## config.mk

```make
export PLATFORM = sky130hd
export DESIGN_NAME = hb_mac_arbiter_flat
export DESIGN_NICKNAME = d
export VERILOG_FILES = /design/src/rtl/hb_mac_arbiter_pkg.sv /design/src/rtl/hb_mac_arbiter_if.sv /design/src/rtl/hb_mac_arbiter_mac_pipe.sv /design/src/rtl/hb_mac_arbiter.sv /design/src/flat_wrapper.sv
export SDC_FILE = /design/constraint.sdc
export NUM_CORES = 1
export LEC_CHECK = 0
export BUFFER_PORTS_ARGS = -buffer_cell sky130_fd_sc_hd__buf_2
export CAP_MARGIN = 5
export CELL_PAD_IN_SITES_DETAIL_PLACEMENT = 1
export CELL_PAD_IN_SITES_GLOBAL_PLACEMENT = 2
export CORE_MARGIN = 4
export CORE_UTILIZATION = 42
export CTS_CLUSTER_SIZE = 12
export DETAILED_ROUTE_END_ITERATION = 8
export PLACE_DENSITY = 0.93
export SYNTH_ARGS = -nofsm -noshare
export SYNTH_HDL_FRONTEND = slang
export SYNTH_SLANG_ARGS = --single-unit
```

## constraint.sdc

```tcl
create_clock -name clk -period 19.89 [get_ports clk]
set_clock_uncertainty 0.1 [all_clocks]
set_input_delay 0.9945 -clock clk [delete_from_list [all_inputs] [get_ports clk]]
set_output_delay 0.9945 -clock clk [all_outputs]
set_load 0.03 [all_outputs]
```

## src/rtl/hb_mac_arbiter_pkg.sv

```systemverilog
// Shared types for the halfband MAC arbiter: widths, requester ids,
// FSM states, the beat bundle and the round-robin pick helper.
package karaoke_pkg;
   localparam int N_REQ = 3;
   localparam int DW = 16;
   localparam int CW = 18;
   localparam int AW = 40;
   localparam int MAX_BEATS = 32;
   localparam int PW = DW + CW;
   localparam int BCW = $clog2(MAX_BEATS + 1);

   typedef logic [1:0] req_id_t;
   typedef logic [BCW-1:0] beat_cnt_t;

   typedef enum logic {
      IDLE,
      BURST
   } arb_state_t;

   typedef struct packed {
      logic [DW-1:0] x;
      logic [CW-1:0] c;
      logic first;
      logic last;
      req_id_t id;
      logic vld;
   } mac_beat_t;

   // First requester above ptr, wrapping; lower distance wins.
   function automatic req_id_t rr_pick(
      req_id_t ptr,
      logic [N_REQ-1:0] req
   );
      req_id_t win;
      int idx;
      win = ptr;
      for (int k = N_REQ; k >= 1; k--) begin
         idx = (int'(ptr) + k) % N_REQ;
         if (req[idx]) win = req_id_t'(idx);
      end
      return win;
   endfunction
endpackage

```

## src/rtl/hb_mac_arbiter_if.sv

```systemverilog
// Requester-side bus of the shared halfband MAC: beats in,
// grants and accumulated responses out.
interface hb_mac_arbiter_if;
   import karaoke_pkg::*;

   logic [N_REQ-1:0] req;
   logic [DW-1:0] req_x [N_REQ];
   logic [CW-1:0] req_c [N_REQ];
   logic [N_REQ-1:0] req_last;
   logic [N_REQ-1:0] gnt;
   logic [N_REQ-1:0] rsp_valid;
   logic [AW-1:0] rsp_acc;
   logic err_overrun;

   modport master (
      output req, req_x, req_c, req_last,
      input gnt, rsp_valid, rsp_acc, err_overrun
   );

   modport slave (
      input req, req_x, req_c, req_last,
      output gnt, rsp_valid, rsp_acc, err_overrun
   );
endinterface

```

## src/rtl/hb_mac_arbiter_mac_pipe.sv

```systemverilog
// Two-stage signed multiply-accumulate; the first flag restarts the
// sum so bursts can run back to back without a bubble.
module mac_pipe
   import karaoke_pkg::*;
(
   input logic clk,
   input logic reset_n,
   input mac_beat_t beat_i,
   output logic [N_REQ-1:0] rsp_valid_o,
   output logic [AW-1:0] rsp_acc_o
);
   logic [PW-1:0] xs, cs;
   logic [PW-1:0] prod_q, prod_d;
   logic first_q, last_q, vld_q;
   req_id_t id_q;
   logic [AW-1:0] prod_x, acc_q, acc_d;
   logic [N_REQ-1:0] rsp_valid_q, rsp_valid_d;
   logic [AW-1:0] rsp_acc_q;

   // Low PW bits of a sign-extended product equal the signed product.
   always_comb begin
      xs = {{(PW-DW){beat_i.x[DW-1]}}, beat_i.x};
      cs = {{(PW-CW){beat_i.c[CW-1]}}, beat_i.c};
      prod_d = xs * cs;
      prod_x = {{(AW-PW){prod_q[PW-1]}}, prod_q};
      acc_d = first_q ? prod_x : acc_q + prod_x;
      rsp_valid_d = '0;
      if (vld_q && last_q) rsp_valid_d[id_q] = 1'b1;
   end

   always_ff @(posedge clk or negedge reset_n) begin
      if (!reset_n) begin
         prod_q <= '0;
         first_q <= 1'b0;
         last_q <= 1'b0;
         id_q <= '0;
         vld_q <= 1'b0;
      end else begin
         vld_q <= beat_i.vld;
         if (beat_i.vld) begin
            prod_q <= prod_d;
            first_q <= beat_i.first;
            last_q <= beat_i.last;
            id_q <= beat_i.id;
         end
      end
   end

   always_ff @(posedge clk or negedge reset_n) begin
      if (!reset_n) begin
         acc_q <= '0;
         rsp_valid_q <= '0;
         rsp_acc_q <= '0;
      end else begin
         rsp_valid_q <= rsp_valid_d;
         if (vld_q) acc_q <= acc_d;
         if (vld_q && last_q) rsp_acc_q <= acc_d;
      end
   end

   assign rsp_valid_o = rsp_valid_q;
   assign rsp_acc_o = rsp_acc_q;
endmodule

```

## src/rtl/hb_mac_arbiter.sv

```systemverilog
// Burst-granular round-robin arbiter sharing one MAC between the
// three halfband decimators.
module hb_mac_arbiter
   import karaoke_pkg::*;
(
   input logic clk,
   input logic reset_n,
   hb_mac_arbiter_if.slave bus
);
   arb_state_t state_q, state_d;
   req_id_t owner_q, owner_d;
   req_id_t rr_q, rr_d;
   beat_cnt_t cnt_q, cnt_d, cnt_nx;
   logic err_q, err_d;
   req_id_t src;
   logic take, ovr, done;
   logic [N_REQ-1:0] gnt;
   mac_beat_t beat;

   // Beat source: round-robin winner when idle, locked owner in a burst.
   always_comb begin
      src = (state_q == IDLE) ? rr_pick(rr_q, bus.req) : owner_q;
      take = (state_q == IDLE) ? |bus.req : bus.req[src];
      cnt_nx = cnt_q + beat_cnt_t'(1);
      ovr = (state_q == BURST) && (cnt_nx == beat_cnt_t'(MAX_BEATS));
      done = bus.req_last[src] | ovr;
   end

   always_ff @(posedge clk or negedge reset_n) begin
      if (!reset_n) begin
         state_q <= IDLE;
         owner_q <= '0;
         rr_q <= '0;
         cnt_q <= '0;
         err_q <= 1'b0;
      end else begin
         state_q <= state_d;
         owner_q <= owner_d;
         rr_q <= rr_d;
         cnt_q <= cnt_d;
         err_q <= err_d;
      end
   end

   always_comb begin
      state_d = state_q;
      owner_d = owner_q;
      rr_d = rr_q;
      cnt_d = cnt_q;
      err_d = err_q;
      if (take) begin
         unique case (state_q)
            IDLE: begin
               if (done) begin
                  rr_d = src;
               end else begin
                  state_d = BURST;
                  owner_d = src;
                  cnt_d = beat_cnt_t'(1);
               end
            end
            BURST: begin
               if (done) begin
                  state_d = IDLE;
                  rr_d = src;
                  cnt_d = '0;
                  err_d = err_q | ovr;
               end else begin
                  cnt_d = cnt_nx;
               end
            end
            default: ;
         endcase
      end
   end

   always_comb begin
      gnt = '0;
      beat = '0;
      if (take && reset_n) begin
         gnt[src] = 1'b1;
         beat.vld = 1'b1;
      end
      beat.x = bus.req_x[src];
      beat.c = bus.req_c[src];
      beat.first = (state_q == IDLE);
      beat.last = done;
      beat.id = src;
   end

   mac_pipe u_mac (
      .clk(clk),
      .reset_n(reset_n),
      .beat_i(beat),
      .rsp_valid_o(bus.rsp_valid),
      .rsp_acc_o(bus.rsp_acc)
   );

   assign bus.gnt = gnt;
   assign bus.err_overrun = err_q;
endmodule

```

## src/flat_wrapper.sv

```systemverilog
// flat-port wrapper written by rule: the top's interface ports become plain ports
module hb_mac_arbiter_flat import karaoke_pkg::*;
  (clk, reset_n, bus_req, bus_req_x, bus_req_c, bus_req_last, bus_gnt, bus_rsp_valid, bus_rsp_acc, bus_err_overrun);
  hb_mac_arbiter_if bus_i ();
  input logic clk;
  input logic reset_n;
  input wire logic [$bits(bus_i.req)-1:0] bus_req;
  input wire logic [$bits(bus_i.req_x)-1:0] bus_req_x;
  input wire logic [$bits(bus_i.req_c)-1:0] bus_req_c;
  input wire logic [$bits(bus_i.req_last)-1:0] bus_req_last;
  output wire logic [$bits(bus_i.gnt)-1:0] bus_gnt;
  output wire logic [$bits(bus_i.rsp_valid)-1:0] bus_rsp_valid;
  output wire logic [$bits(bus_i.rsp_acc)-1:0] bus_rsp_acc;
  output wire logic [$bits(bus_i.err_overrun)-1:0] bus_err_overrun;
  assign bus_i.req = bus_req;
  assign bus_i.req_x = {>>{bus_req_x}};
  assign bus_i.req_c = {>>{bus_req_c}};
  assign bus_i.req_last = bus_req_last;
  assign bus_gnt = bus_i.gnt;
  assign bus_rsp_valid = bus_i.rsp_valid;
  assign bus_rsp_acc = bus_i.rsp_acc;
  assign bus_err_overrun = bus_i.err_overrun;
  hb_mac_arbiter u_core (.clk(clk), .reset_n(reset_n), .bus(bus_i));
endmodule
```

## After elaboration in Yosys (flattened, before gate mapping)

Index checks and enable logic that the tools add are counted.

- Flip-flop bits (word level): 134
- Input bits: 110
- Output and inout bits: 47
- Word-level logic and storage cells: 84

- $add $sub $neg: 5
- Multipliers: 1
- Div/mod/pow operators: 3
- Order comparisons: 8
- Eq/ne operators: 2
- Multiplexer cells: 37
- Bitwise operators: 5
- Reductions and logical operators: 10

Operators by type and width:

| operator | number |
|---|---|
| $lt 32x4->1 const B | 3 |
| $mod 32x3->32 const B | 3 |
| $add 40x40->40 | 1 |
| $mux 40 | 1 |
| $bmux 18 s2 | 1 |
| $mux 18 | 2 |
| $mul 16x18->34 | 1 |
| $bmux 16 s2 | 1 |
| $mux 16 | 2 |
| $mux 1 | 13 |
| $mux 6 | 2 |
| $pmux 6 s2 | 1 |
| $bmux 1 s2 | 5 |
| $mux 2 | 5 |
| $add 2x2->3 const B | 2 |
| $add 6x1->6 const B | 1 |
| $eq 6x6->1 const B | 1 |
| $lt 2x3->1 const B | 2 |
| $mux 3 | 2 |
| $reduce_and 3->1 | 2 |
| $logic_and 1x1->1 | 5 |
| $demux 1 s2 | 2 |
| $ge 2x1->1 const B | 2 |
| $reduce_and 2->1 | 2 |
| other kinds (7) | 9 |

## Logic depth before layout (Yosys ltp)

Gate-level depths: netlist of run 1.

- Depth after elaboration: 14
- Mapped depth: 39

## Cells and area by module

Synthesis of run 1 repeated with hierarchy kept, for this count alone.

- Cells, all modules: 2,188
- Area, all modules: 19,477.4 sq um

Modules (own cells, without submodules):

| module | instances | cells an instance | area an instance (sq um) | sequential area each (sq um) |
|---|---|---|---|---|
| mac_pipe | 1 | 1,951 | 17,679.5 | 3,052.9 |
| hb_mac_arbiter | 1 | 237 | 1,798.0 | 300.3 |

## Worst setup path after synthesis of run 1

Ideal clock, no wire load.

- Kind: input to register
- Start point: input bus_req[0]
- End point: register u_core.u_mac.prod_q[32]
- Arrival time: 8.380 ns
- Required time: 19.666 ns
- Path slack: 11.286 ns
- Stages: 31
- Path through: mux2_4 > nand2b_1 > a21oi_1 > o41a_1 > buf_6 > buf_4 > buf_2 > mux2i_1 > o21ai_0 > buf_2 > nand2_1 > fa_1 > fa_1 > inv_1 > fa_1 > inv_1 > fa_1 > fa_1 > fa_1 > inv_1 > ha_1 > a211o_1 > a21oi_1 > o2111ai_1 > o21a_1 > a211o_1 > a211oi_1 > o21ai_0 > a31oi_1 > xor2_1 > o21ai_1

- Cells in the longest elaborated chain, start to end: 12

RTL lines:

| what | RTL line | RTL |
|---|---|---|
| start: declaration | flat_wrapper.sv:7 | `input wire logic [$bits(bus_i.req)-1:0] bus_req;` |
| $bmux 1 s2 | hb_mac_arbiter_pkg.sv:39 | `if (req[idx]) win = req_id_t'(idx);` |
| $mux 1 (not written as such) (2 in a row) | hb_mac_arbiter_pkg.sv:39 |  |
| $mux 2 (3 in a row) | hb_mac_arbiter_pkg.sv:39 |  |
| $mux 2 | hb_mac_arbiter.sv:22 | `src = (state_q == IDLE) ? rr_pick(rr_q, bus.req) : owner_q;` |
| $not 2->3 (not written as such) / $bmux 1 s2 (equally long branches) | hb_mac_arbiter.sv:84, hb_mac_arbiter.sv:85, hb_mac_arbiter.sv:23 |  |
| $bmux 16 s2 (tied with other cells) | hb_mac_arbiter.sv:84 | `beat.x = bus.req_x[src];` |
| $mux 16 (not written as such) (tied with other cells) (2 in a row) | hb_mac_arbiter.sv:84 |  |
| $mul 16x18->34 / $mux 1 (equally long branches) | hb_mac_arbiter_mac_pipe.sv:24, hb_mac_arbiter.sv:80 |  |
| end signal: assignment | hb_mac_arbiter_mac_pipe.sv:41 | `prod_q <= prod_d;` |
| end: declaration | hb_mac_arbiter_mac_pipe.sv:13 | `logic [PW-1:0] prod_q, prod_d;` |

Several ways; a longest one is shown, not always the timed one. The select of a mux whose other input is x is not followed.
A chain may end at the register's enable or synchronous reset.

## Worst setup path in the final report of run 1

- Start point: register u_core.rr_q[1]
- End point: register u_core.u_mac.prod_q[32]

- Cells in the longest elaborated chain, start to end: 14

RTL lines:

| what | RTL line | RTL |
|---|---|---|
| start: declaration | hb_mac_arbiter.sv:12 | `req_id_t rr_q, rr_d;` |
| start signal: assignment | hb_mac_arbiter.sv:39 | `rr_q <= rr_d;` |
| $add 2x2->3 | hb_mac_arbiter_pkg.sv:38 | `idx = (int'(ptr) + k) % N_REQ;` |
| $mod 32x3->32 | hb_mac_arbiter_pkg.sv:38 |  |
| $bmux 1 s2 | hb_mac_arbiter_pkg.sv:39 |  |
| $mux 1 (not written as such) (2 in a row) | hb_mac_arbiter_pkg.sv:39 |  |
| $mux 2 (2 in a row) | hb_mac_arbiter_pkg.sv:39 |  |
| $mux 2 * | hb_mac_arbiter_pkg.sv:39 |  |
| $mux 2 * | hb_mac_arbiter.sv:22 |  |
| $not 2->3 (not written as such) / $bmux 1 s2 (equally long branches) | hb_mac_arbiter.sv:84, hb_mac_arbiter.sv:85, hb_mac_arbiter.sv:23 |  |
| $bmux 16 s2 (tied with other cells) | hb_mac_arbiter.sv:84 |  |
| $mux 16 (not written as such) (tied with other cells) (2 in a row) | hb_mac_arbiter.sv:84 |  |
| $mul 16x18->34 / $mux 1 (equally long branches) | hb_mac_arbiter_mac_pipe.sv:24, hb_mac_arbiter.sv:80 |  |

Mark *: on every way between the ends. The rest lies on a longest branch, timed or not. The select of a mux whose other input is x is not followed.

==> results of run 1 <==
[flip-flops by register name (all words and copies together) (netlist names), 2 cells and up]
signal,count
u_core.rr_q,2
u_core.u_mac.rsp_valid_o,3
u_core.u_mac.id_q,2
u_core.cnt_q,6
u_core.u_mac.acc_q,40
u_core.owner_q,2
u_core.u_mac.rsp_acc_o,40
u_core.u_mac.prod_q,34
[cell type report]
cell class                 count  share of cell area, %
timing repair buffer         181                   4.54
clock buffer                  21                   2.05
tap                          600                   3.50
clock inverter                10                  0.507
sequential                   134                   15.6
multi-input combinational   1664                   66.8
inverter                     400                   7.01
[metrics by stage]
step,utilization [%],instance area [µm²],hold WS (ns),setup WS [ns],cells
2_1_floorplan,-,19600,0.346,11.29,2292
3_5_place_dp,45.7,20900,0.368,9.77,2979
4_1_cts,46.9,21500,0.381,9.91,3010
6_report,46.9,21500,0.373,9.92,3010
5_1_grt,46.9,21500,0.405,9.36,3010
3_3_place_gp,45.7,20900,0.357,10.14,2979
[worst register-to-register path, delay by kind of cell (launching register included)]
family / cells / cell delay (ns)
fa+ha+maj: 8 / 3.76
simple gates: 3 / 0.84
mux: 1 / 0.44
compound gates: 13 / 3.33
flops: 1 / 0.42
buf+inv: 5 / 0.80
xor+xnor: 1 / 0.16
[metal layers]
layer | share of wire (%) | vias to the layer above | global-route usage (%)
met5 | 0 | - | 0
met4 | 2.8 | 0 | 7.26
met3 | 4.0 | 85 | 2.37
met2 | 49 | 350 | 42.3
met1 | 44 | 8161 | 31.6
li1 | - | 7509 | -
[logic make-up after synthesis]
group                      Yosys count
AOI/OAI and AO/OA                  453
xor gates and xnor gates            68
adders and majority gates          421
buffers and inverters              494
DFF                                134
muxes                               57
and+or+nand+nor                    665
[path summary, 6_finish.rpt]
check,cells past startpoint,end,startpoint
hold reg to reg,2,u_core.u_mac.rsp_acc_o[28],u_core.u_mac.rsp_acc_o[28]
setup / recovery,31,u_core.u_mac.prod_q[32],u_core.rr_q[1]
hold / removal,2,u_core.u_mac.rsp_acc_o[28],u_core.u_mac.rsp_acc_o[28]
setup reg to reg,31,u_core.u_mac.prod_q[32],u_core.rr_q[1]
min in group asynchronous,1,u_core.cnt_q[3],reset_n
max in group asynchronous,2,u_core.u_mac.acc_q[28],reset_n
[synthesized netlist by cell type (all sizes together) (3+ instances only)]
library cell  count
inv             399
o2111ai           3
nor2b            14
clkbuf           37
xnor2            46
nor3b             6
a31oi            15
o21bai           11
fa              291
nor2            218
nand2           310
nand3b            4
mux2              5
mux2i            52
a21oi           128
nor3             20
o21ai           135
a21boi            4
nand2b           16
nand4            12
ha              130
a221oi            5
or2               6
dfrtp           134
and3             15
buf              57
or3               7
o211a             4
a21o             53
o211ai           13
o31ai            10
o22ai             8
a211oi            6
a211o             4
and2             11
o21a             36
xor2             22
nand3            18
==> flow_metrics.tcl, run 1 <==
set metrics [dict create \
    synth.top_cell.area_share_pct 29.7 \
    synth_cells 2292 \
    portBuffers 156 \
    clk_pin_slew_ns 0.05 \
    die_h_um 224 \
    register_area_um2 3350 \
    multiInputGateArea_um2 14300 \
    tritoncts "built" \
    final.min_clock_period_ns 9.97 \
    worstSetupPathType "reg2reg" \
    end_kind "flop" \
    ctsHtreeMaxLevel 4 \
    hpwl_um 48600 \
    die_area_um2 50200 \
    wl_per_cell_um 19.8 \
    rsz0062_at_grt "no" \
    cp_max_fo 49 \
    wirelength_um 59500 \
    num-fill-cells 5509 \
    syn-cell-area_um2 19600 \
    hold_viol_final 0 \
    synth_edf_count 0 \
    cp_top_family "adder cells" \
    grt_pass1_vias 17900 \
    synth-simple-area-share_pct 14.5 \
    via_per_inst 5.35 \
    critPathMaxStageDelay_ns 0.60 \
    core_um2 45800 \
    synth-async-reset-ratio_pct 100 \
    final_common_cell "inv_1" \
    ys_ff_latch 134 \
    cts_buffers 17 \
    grt_pass1_wl_um 96800 \
    clk_latency_ns 0.43 \
    io_pins 157 \
    cts_root_buffer "clkbuf_16" \
    start_util_pct 42.9 \
    die_w_um 224 \
    fin_crit_sh_pct 50.1 \
    syn_nets 2823 \
    grt_overflow 0 \
    antenna_found_initial 0 \
    synth.mux.area_fraction_pct 2.98 \
    n_antenna_cell 0 \
    finalSetupViolCount 0 \
    grt_max_degree 85 \
    crit_path_frequent_cell "fa_1" \
    nNetsFinal 2929 \
    tightestPinTransition_ns 1.15 \
    critPathSlowestCell "a21oi_2" \
    post-cts-setup-buffers 0 \
    relSlewSlack_pct 23.0 \
    gp_congestion 0.948 \
    drtPass1Iterations 4 \
    syn2layout_area_growth_pct 9.38 \
    drtIter0Drc 801 \
    post_cts_resized 0 \
    synth-compound-area-share_pct 14.5 \
    synth_area_leader_cell "fa_1" \
    synth_top_family_by_area "adder cells" \
    ant_nets 0 \
    required_ns 20.08 \
    outcome "complete, no violations" \
    clk_path_buf_depth 2 \
    hold_path.class "reg2reg" \
    cap_violations 0 \
    syn_avg_cell_area_um2 8.56 \
    seq_area_frac_synth_pct 17.1 \
    critPathBufInv 5 \
    synthAdderAreaFrac_pct 38.0 \
    cts_hold_buffers 0 \
    yosys-top-cells-area "fa_1 30%, dfrtp_1 17%, ha_1 8.3%" \
    num_rows 78 \
    drcViolationCount 0 \
    layout_common_cells "397 x inv_1, 308 x nand2_1, 291 x fa_1, 217 x nor2_1, 155 x buf_2" \
    cts.sinks 134 \
    finalSetupTns_ns 0 \
    maxSlewViolCount 0 \
    cp-start-kind "flop" \
    vias 16100 \
    ys_types 74 \
    r2r_slack_ns 9.92 \
    synth_flop_cell "dfrtp_1" \
    layout-drive-gt1-share_pct 10.1 \
    synthXorXnorAreaFrac_pct 3.04 \
    critical_path_arrival_ns 10.16 \
    track_usage_pct 24.1 \
    yosysWarnings 0 \
    fmax_mhz 100 \
]
Power of run 1 is left out: the tool's default activity adds up to more than one toggle a clock period on the data nets, which glitch-free logic cannot reach.
==> inputs of run 2 (changes only) <==
ABC_AREA = 1   (was default)
CORE_UTILIZATION = 37   (was 42)
PLACE_DENSITY = 0.87   (was 0.93)
clock period = 10.2 ns   (was 19.89 ns; I/O delays follow)
==> run 2 against run 1 <==
Against the previous run:
- cell area up 5.7%
- via count is 15% higher
- global-route usage is 0.068 points higher
- worst setup slack lost 9.2 ns
- fmax rose by 5.3%
- routed wire length increased by 18%
- non-clock buffer count is 3 higher
- critical path type unchanged
==> flow_metrics.tcl, run 2 <==
set metrics [dict create \
    r2r-start "u_core.rr_q[0]" \
    drtIter0Drc 773 \
    crit_cells 37 \
    cap_violations 0 \
    grt_pass1_wl_um 114000 \
    cp_top_family "adder cells" \
    antenna_found_initial 0 \
    synth-async-reset-ratio_pct 100 \
    grt_overflow 0 \
    rsz0062_at_grt "no" \
    min_from "u_core.u_mac.rsp_acc_o[38]" \
    final.min_clock_period_ns 9.47 \
    syn2layout_area_growth_pct 10.1 \
    grt_pass1_vias 20700 \
    end_kind "flop" \
    crit_path_frequent_cell "nand2_1" \
    cp-start-kind "flop" \
    syn-cell-area_um2 20600 \
    die_area_um2 59500 \
    yosysMostFrequentCell "nand2_1" \
    wl_per_cell_um 19.3 \
    clk_pin_slew_ns 0.07 \
    critPathSlowestCell "fa_1" \
    critPathMaxStageDelay_ns 0.56 \
    track_usage_pct 24.1 \
    yosys-top-cells-area "fa_1 28%, dfrtp_1 16%, nand2_1 12%" \
    final_common_cell "nand2_1" \
    syn_avg_cell_area_um2 7.45 \
    synth_common_cells "651 x nand2_1, 532 x inv_1, 299 x nor2_1" \
    r2r_slack_ns 0.73 \
    layout_common_cells "651 x nand2_1, 531 x inv_1, 299 x nor2_1, 291 x fa_1, 155 x buf_2" \
    worstSetupPathType "reg2reg" \
    holdWs_ns 0.374 \
    yosysWarnings 0 \
    ys_ff_latch 134 \
    n_antenna_cell 0 \
    synth.top_cell.area_share_pct 28.3 \
    drtPass1Iterations 5 \
    tightestPinTransition_ns 1.23 \
    critPathBufInv 9 \
    min_path_cells 2 \
    start_util_pct 37.4 \
    place_area_um2 22000 \
    finalSetupViolCount 0 \
    gp_congestion 0.942 \
    ys_types 42 \
    maxSlewViolCount 0 \
    vias 18500 \
    ctsHtreeMaxLevel 4 \
    required_ns 10.49 \
    fin_crit_sh_pct 92.9 \
    layout-drive-gt1-share_pct 10.6 \
    synth_edf_count 0 \
    clk_path_buf_depth 2 \
    cts_root_buffer "clkbuf_16" \
    num_rows 86 \
    cp_max_fo 30 \
    seq_area_frac_synth_pct 16.3 \
    rr_worst_depth 37 \
    hold_viol_final 0 \
    ant_nets 0 \
    synth_cells 2763 \
    cts_buffers 17 \
    die_h_um 244 \
    hold_path.class "reg2reg" \
    hpwl_um 58800 \
    core_um2 55100 \
    outcome "complete, no violations" \
    portBuffers 156 \
    via_per_inst 5.07 \
    fin_area_um2 22700 \
    drcViolationCount 0 \
    cp-startpoint "u_core.rr_q[0]" \
    finalSetupTns_ns 0 \
    synth_flop_cell "dfrtp_1" \
    syn_nets 3294 \
    tritoncts "built" \
    fmax_mhz 106 \
    grt_max_degree 68 \
    die_w_um 244 \
    critical_path_arrival_ns 9.76 \
    nNetsFinal 3417 \
    clk_latency_ns 0.45 \
    io_pins 157 \
    wirelength_um 70300 \
    cts.sinks 134 \
    synth_area_leader_cell "fa_1" \
    relSlewSlack_pct 17.8 \
]
-- run 2: cell types whose count changed after synthesis, moves of 28 or more --
cell | before | now
nand2_1 | 309 | 651
inv_1 | 397 | 532
nand3_1 | 18 | 147
nor2_1 | 217 | 299
mux2i_1 | 52 | 0
a21o_1 | 53 | 5
a31oi_1 | 14 | 46
o21a_1 | 35 | 4
xnor2_1 | 46 | 15
inv_2 | 1 | 29
-- run 2: what timing repair did --
item                                    CTS  global route
hold buffers                              1             0
resized for setup                         0             2
hold endpoints to repair                 30             0
setup buffers                             0             3
endpoints found under the setup margin    0             3
-- run 2: final timing paths --
check                                        endpoint
min reg2reg                u_core.u_mac.rsp_acc_o[38]
max                           u_core.u_mac.prod_q[24]
min in group asynchronous             u_core.cnt_q[4]
min                        u_core.u_mac.rsp_acc_o[38]
max in group asynchronous  u_core.u_mac.rsp_acc_o[23]
max reg2reg                   u_core.u_mac.prod_q[24]
-- run 2: cells by family after synthesis --
family,count (synthesis),share of synthesized area (%)
compound gates,318,8.50
xor+xnor,39,1.66
fa+ha+maj,421,36.2
buf+inv,643,12.5
flops,134,16.3
simple gates,1208,24.9
-- run 2: area by class of cell --
class,instances,area (µm²)
fillers,6945,32400
multi-input cells,1986,14700
flip-flops and latches,134,3350
inverters,563,2120
repair buffers,184,1010
well taps,748,936
clock buffers,20,467
clock inverters,12,118
-- run 2: metrics by stage --
step / cells / utilization, % / setup WS [ns]
floorplan: 2763 / - / 2.84
global placement: 3611 / 40.0 / 0.990
detailed placement: 3611 / 40.0 / 0.552
CTS: 3644 / 41.1 / 0.527
global route: 3647 / 41.2 / 0.0557
finish: 3647 / 41.2 / 0.728
-- run 2: metal layers --
layer  vias up  wire length (µm)  track usage (%)
met4         0              2150             7.61
met2       291             36100             44.1
met3        97              2080             2.37
met1      9418             30000             30.0
met5         -                 0                0
li1       8702                 -                -
-- run 2: worst reg2reg max path, delay by kind of cell, from the launching register on --
kind | cells | cell delay, ns
buffers and inverters | 9 | 1.27
flip-flops | 1 | 0.43
AND/OR/NAND/NOR | 16 | 2.45
adder cells (fa/ha/maj) | 8 | 3.87
AO/OA/AOI/OAI | 4 | 1.27
Power of run 2 is left out for the same reason.
